**src/rtl/pc_fetch.sv**
```systemverilog
// Program-counter register and instruction-fetch sequencer: fetches the word at pc from BRAM,
// presents it with a valid/ack handshake and loads the next PC on acknowledge. Optional feature macro: PC_FETCH_HALT_EN.
module pc_fetch #(
  parameter logic [15:0] RESET_PC = 16'h0000,
  parameter int unsigned BRAM_LAT = 1
) (
  input  logic        clk,
  input  logic        rst,
  input  logic        start,
  output logic [15:0] pc,
  input  logic [15:0] pc_next,
  output logic [15:0] bram_addr,
  output logic        bram_rd,
  input  logic [15:0] bram_dout,
  output logic [15:0] ir,
  output logic        ir_valid,
  input  logic        ir_ack,
  output logic        busy,
  output logic        halted
);

  localparam int unsigned CW = 2;

  typedef enum logic [2:0] {
    S_IDLE  = 3'd0,
    S_FETCH = 3'd1,
    S_WAIT  = 3'd2,
    S_HOLD  = 3'd3,
    S_HALT  = 3'd4
  } state_t;

  state_t          state, state_nxt;
  logic [15:0]     pc_nxt;
  logic [15:0]     ir_nxt;
  logic [CW-1:0]   cnt, cnt_nxt;

  // BRAM always reads the architectural PC.
  assign bram_addr = pc;

  // State, datapath registers and registered status outputs decoded from the next state.
  always_ff @(posedge clk or posedge rst) begin
    if (rst) begin
      state    <= S_IDLE;
      pc       <= RESET_PC;
      ir       <= 16'h0000;
      cnt      <= '0;
      bram_rd  <= 1'b0;
      ir_valid <= 1'b0;
      busy     <= 1'b0;
    end else begin
      state    <= state_nxt;
      pc       <= pc_nxt;
      ir       <= ir_nxt;
      cnt      <= cnt_nxt;
      bram_rd  <= (state_nxt == S_FETCH);
      ir_valid <= (state_nxt == S_HOLD);
      busy     <= (state_nxt != S_IDLE);
    end
  end

`ifdef PC_FETCH_HALT_EN
  always_ff @(posedge clk or posedge rst) begin
    if (rst) halted <= 1'b0;
    else     halted <= (state_nxt == S_HALT);
  end
`else
  assign halted = 1'b0;
`endif

  // Next-state and datapath update.
  always_comb begin
    state_nxt = state;
    pc_nxt    = pc;
    ir_nxt    = ir;
    cnt_nxt   = cnt;
    case (state)
      S_IDLE: begin
        if (start) state_nxt = S_FETCH;
      end
      S_FETCH: begin
        cnt_nxt   = CW'(BRAM_LAT - 1);
        state_nxt = S_WAIT;
      end
      S_WAIT: begin
        if (cnt == '0) begin
          ir_nxt    = bram_dout;
          state_nxt = S_HOLD;
        end else begin
          cnt_nxt = cnt - CW'(1);
        end
      end
      S_HOLD: begin
        if (ir_ack) begin
`ifdef PC_FETCH_HALT_EN
          // Jump-to-self parks the sequencer instead of spinning on the same word.
          if (pc_next == pc) begin
            state_nxt = S_HALT;
          end else begin
            pc_nxt    = pc_next;
            state_nxt = S_FETCH;
          end
`else
          pc_nxt    = pc_next;
          state_nxt = S_FETCH;
`endif
        end
      end
      S_HALT: begin
`ifdef PC_FETCH_HALT_EN
        if (start) state_nxt = S_FETCH;
`else
        state_nxt = S_IDLE;
`endif
      end
      default: state_nxt = S_IDLE;
    endcase
  end

endmodule

```
**config.mk**
```make
export PLATFORM = sky130hd
export DESIGN_NAME = pc_fetch
export DESIGN_NICKNAME = d
export VERILOG_FILES = /design/src/rtl/pc_fetch.sv
export SDC_FILE = /design/constraint.sdc
export NUM_CORES = 1
export LEC_CHECK = 0
export CAP_MARGIN = 20
export CORE_MARGIN = 4
export CORE_UTILIZATION = 40
export CTS_CLUSTER_DIAMETER = 100
export DETAILED_ROUTE_END_ITERATION = 16
export PLACE_DENSITY = 0.9
export RECOVER_POWER = 25
export SYNTH_ARGS = -nofsm -noshare
export SYNTH_HDL_FRONTEND = slang
export SYNTH_SLANG_ARGS = --single-unit
```
**constraint.sdc**
```tcl
create_clock -name clk -period 1.85 [get_ports clk]
set_input_delay 0.555 -clock clk [delete_from_list [all_inputs] [get_ports clk]]
set_output_delay 0.555 -clock clk [all_outputs]
set_load 0.02 [all_outputs]
```
# == Word level (Yosys, flattened, before mapping) ==
# Cells that the tools add are included.
# word_totals
ff_bits,40
in_bits,36
output_inout_bits,52
word_cells,27
# op_classes
add_sub_neg,1
eq_ne,6
muxes,6
n_reduce_logical,7
# op_table
operator,count
3-bit case mux with 4 select lines,1
3-bit by 2-bit equality test with 1-bit output (second input constant),3
3-bit two-way mux,3
3-bit by 1-bit equality test with 1-bit output (second input constant),2
2-bit AND reduction,3
2-bit case mux with 2 select lines,1
3-bit logical NOT,1
3-bit nonzero test,1
2-bit logical NOT,1
2-bit two-way mux,1
2-bit inequality test (second input constant),1
2-bit nonzero test,1
2-bit by 1-bit subtractor with 2-bit output (second input constant),1

# == Logic depth before layout (Yosys ltp) ==
# logic_depth
word_depth,4
depth_mapped,6
depth_no_buf,5

# == Worst setup path before layout ==
# Ideal clock, no wire load.
# synth_path
kind,reg2reg
start,register cnt[0]
end,register ir[0]
setup_time_ps,125
arrival_time_ps,1377
t_required_ps,1725
path_slack_ps,347
stages_incl_launch_ff,7
path_buffers,1
synth_period_minus_slack_ps,1503
cell_sequence,dfrtp_1 inv_1 ha_1 nand2b_1 nor2_8 buf_12 mux2_4
# synth_between
elab_chain_len,2
# synth_lines
item,line,source
"start, declared",35,"logic [CW-1:0] cnt, cnt_nxt;"
"start signal, assigned",54,cnt <= cnt_nxt;
2-bit logical NOT,85,if (cnt == '0) begin
2-bit AND reduction (no line),--,
"end signal, assigned",53,ir <= ir_nxt;
"end, declared",15,"output logic [15:0] ir,"
# No other way between the ends.
# A chain may end at the register's enable or synchronous reset.

# == Final worst setup path ==
# layout_path
start,register ir[3]
end,output port ir[3]
# No word-level cell between the ends.

==> metrics.md <==
| Metric | Value |
|---|---|
| Bufs and invs on worst path | `1` |
| Crit-path cells | `clkdlybuf4s50_1` |
| Worst clock skew | `3.93 ps` |
| Number of distinct standard cells referenced by the synthesized netlist | `23` |
| Critical Setup Path Class | `flip-flop to output port` |
| Share of the cycle needed by the critical path after routing | `a little over nine tenths` |
| Headroom to the max-slew limit | `31.3%` |
| Maximum number of pins on one net before global-route repair | `22` |
| Worst-Margin Slew | `roughly 1000 ps` |
| Number of antenna-violating nets in the routed design | `0` |
| Post-CTS setup buffer count | `0` |
| Sequential power share | `38.8%` |
| Worst hold margin | `514 ps` |
| Total Power Consumption | `3.27 mW` |
| Total Die Area | `5620 um2` |
| Drc violations | `0` |
| Total global routing track utilization | `14.0%` |
| Vias in the first global route | `1,208` |
| Number of iterations in the first detailed-routing pass | `4` |
| Final number of setup-violating endpoints | `0` |
| CTS Root Cell | `sky130_fd_sc_hd__clkbuf_8` |
| Area growth from synthesis to layout | `51.6%` |
| Area after detailed placement | `2600 um2` |
| Combinational power share | `45.2%` |
| Core region area | `~4400 um2` |
| Clock transition at path regs | `70 ps` |
| Fraction of registers with async set/reset | `100%` |
| Library cell contributing the largest single delay on the critical path | `sky130_fd_sc_hd__clkdlybuf4s50_1` |
| EDFF count, synth | `0` |
| Max-capacitance violation count | `0` |
| Synthesized instance count | `122` |
| Leading cell types in the layout, fill and taps excluded | `54 x sky130_fd_sc_hd__clkdlybuf4s50_1, 40 x sky130_fd_sc_hd__dfrtp_1, 24 x sky130_fd_sc_hd__dlymetal6s2s_1` |
| Deepest level of the CTS H-tree | `2` |
| Number of flip-flops and latches in the synthesized netlist | `40` |
| Commonest register cell after synthesis | `sky130_fd_sc_hd__dfrtp_1` |
| Endpoints failing hold | `0` |
| First-iteration detailed-routing DRC count | `33` |
| Crit path launch type | `flip-flop` |
| Global placement routability congestion | `0.699` |
| Clock latency on the worst-skew pair | `roughly 280 ps` |
| Slowest stage delay, CP | `620 ps` |
| Input/output buffers | `86` |
| Inserted Diodes | `0` |
| Yosys top cell area share | `55.8%` |
| Largest fanout of any net on the critical path | `2` |
| Sequential fraction of the synthesis area | `55.8%` |
| Cell taking the most area after synthesis | `sky130_fd_sc_hd__dfrtp_1` |
| Most frequent standard cell in the layout excluding fill and tap cells | `sky130_fd_sc_hd__clkdlybuf4s50_1` |
| Final critical path time including I/O delays and setup | `1810 ps` |
| P_sw | `approximately 1.1 mW` |
| Worst EP required | `1290 ps` |
| Maximum count of clock buffers along a single path | `2` |
| Detailed-route wire length per cell | `about 15 um` |
| Worst path arrival time | `1260 ps` |
| Total CTS buffers | `5` |
| Ranking of synthesized cells by area | `sky130_fd_sc_hd__dfrtp_1 56%, sky130_fd_sc_hd__mux2_4 17%, sky130_fd_sc_hd__mux2_2 7.5%` |
| IO Pins | `88` |
| Die width | `75.0 um` |
| HPWL after detailed placement | `2940 um` |
| TritonCTS clock tree | `yes` |
| Highest clock frequency the design can meet | `552 MHz` |
| Routed vias | `approximately 1,200` |
| Avg Vias per Cell | `4.67` |
| Initial Util | `41.2%` |
| Number of nets in the finished design | `around 240` |
| Die boundary height | `about 75 um` |
| PwrDens | `1200 nW/um2` |
| Total overflow reported by the global router | `0` |
| Num rows | `24` |
| Final core utilization | `between 60% and 70%` |
| Sw Ratio | `33.3%` |
| Layout cell share with drive strength beyond 1 | `22.0%` |
| Clock sink count | `40` |
| Setup TNS | `0 ps` |
| Total number of yosys warnings | `0` |
| Avg Cell Area, Syn | `14.7 um2` |
| Status | `finished clean` |
| Number of hold buffers added after CTS | `0` |
| Number of antenna violations at the first check in global routing | `0` |
| Number of max-slew violations in the final report | `0` |
| Worst hold path class | `flip-flop to flip-flop` |
| CP top delay family | `buffers and inverters` |
| Fraction of power consumed by the clock network | `between 15 and 20%` |
| Netlist area before placement | `1790 um2` |
| Wire length of the first global-routing pass | `5860 um` |
| VDD IR-drop max | `0.537 mV` |
| Element type at the critical path end | `output port` |
| Pleak | `approximately 1.5 nW` |
| Routed Wire Length | `3890 um` |
| Cell-internal power | `roughly 2.2 mW` |
| Design Area, Final | `2720 um2` |
## cell type report
class | count | area, um2
sequential | 40 | 1000
multi-input combinational | 59 | 609
fill | 359 | 1640
inverter | 3 | 11.3
clock buffer | 6 | 72.6
tap | 52 | 65.1
timing repair buffer | 91 | 955
clock inverter | 1 | 5.00
## timing repair
item,CTS,global route
gates resized for setup,8,24
setup endpoints to repair,11,24
pin swaps,0,0
## cell usage after synthesis (all sizes together), types with 2 or more instances
library cell and number:
mux2 32, a21oi 3, nor3 2, nand2b 4, dfrtp 40, inv 3
buf 20, nor2 4, o21ai 4
## kinds of logic (layout without fill, tap and decap cells)
kind of cell | Yosys count | count (layout) | share of synthesized area (%)
adder cells (fa/ha/maj) | 1 | 1 | 0.698
buffers and inverters | 24 | 101 | 10.4
flip-flops | 40 | 40 | 55.8
AND/OR/NAND/NOR | 14 | 14 | 5.16
AO/OA/AOI/OAI | 10 | 10 | 3.42
multiplexers | 32 | 32 | 24.3
other | 1 | 2 | 0.209
## sequential cells by signal, indices dropped and copies added (netlist names)
| name | cells |
|---|---|
| bram_addr | 16 |
| bram_rd | 1 |
| busy | 1 |
| cnt | 2 |
| ir | 16 |
| ir_valid | 1 |
| state | 3 |
## metal layers
metal  global-route usage (%)  up-vias  wire, um
met3                     4.41        2       354
met1                     17.2      578      1550
met4                     3.56        0        11
met5                        0        -         0
met2                     23.8       47      1980
li1                         -      549         -
## power by group through the flow
stage	clock network, mW	logic, mW	registers (mW)
after floorplan	0	0.596	1.56
after global placement	0	1.53	1.27
after detailed placement	0	1.55	1.29
after CTS	0.557	1.52	1.27
after global routing	0.589	1.56	1.30
final	0.524	1.48	1.27
## final timing paths
| path | startpoint | endpoint | slack (ps) | depth (start not counted) |
|---|---|---|---|---|
| max | ir[3]$_DFFE_PP0P_ | ir[3] | 40 | 1 |
| min reg2reg | ir[11]$_DFFE_PP0P_ | ir[11]$_DFFE_PP0P_ | 510 | 1 |
| min | ir[11]$_DFFE_PP0P_ | ir[11]$_DFFE_PP0P_ | 510 | 1 |
| max reg2reg | cnt[0]$_DFFE_PP0P_ | ir[12]$_DFFE_PP0P_ | 160 | 5 |
| max in group asynchronous | rst | state[1]$_DFF_PP0_ | 310 | 3 |
| min in group asynchronous | rst | ir[0]$_DFFE_PP0P_ | 720 | 3 |
## through the flow
step	setup WS, ps	instances
after floorplan	347	123
after global placement	-25.7	245
after detailed placement	-59.5	245
after CTS	0.133	252
after global routing	-36.2	252
final	37.6	252
Note: power is estimated with default switching activity, not from simulation.
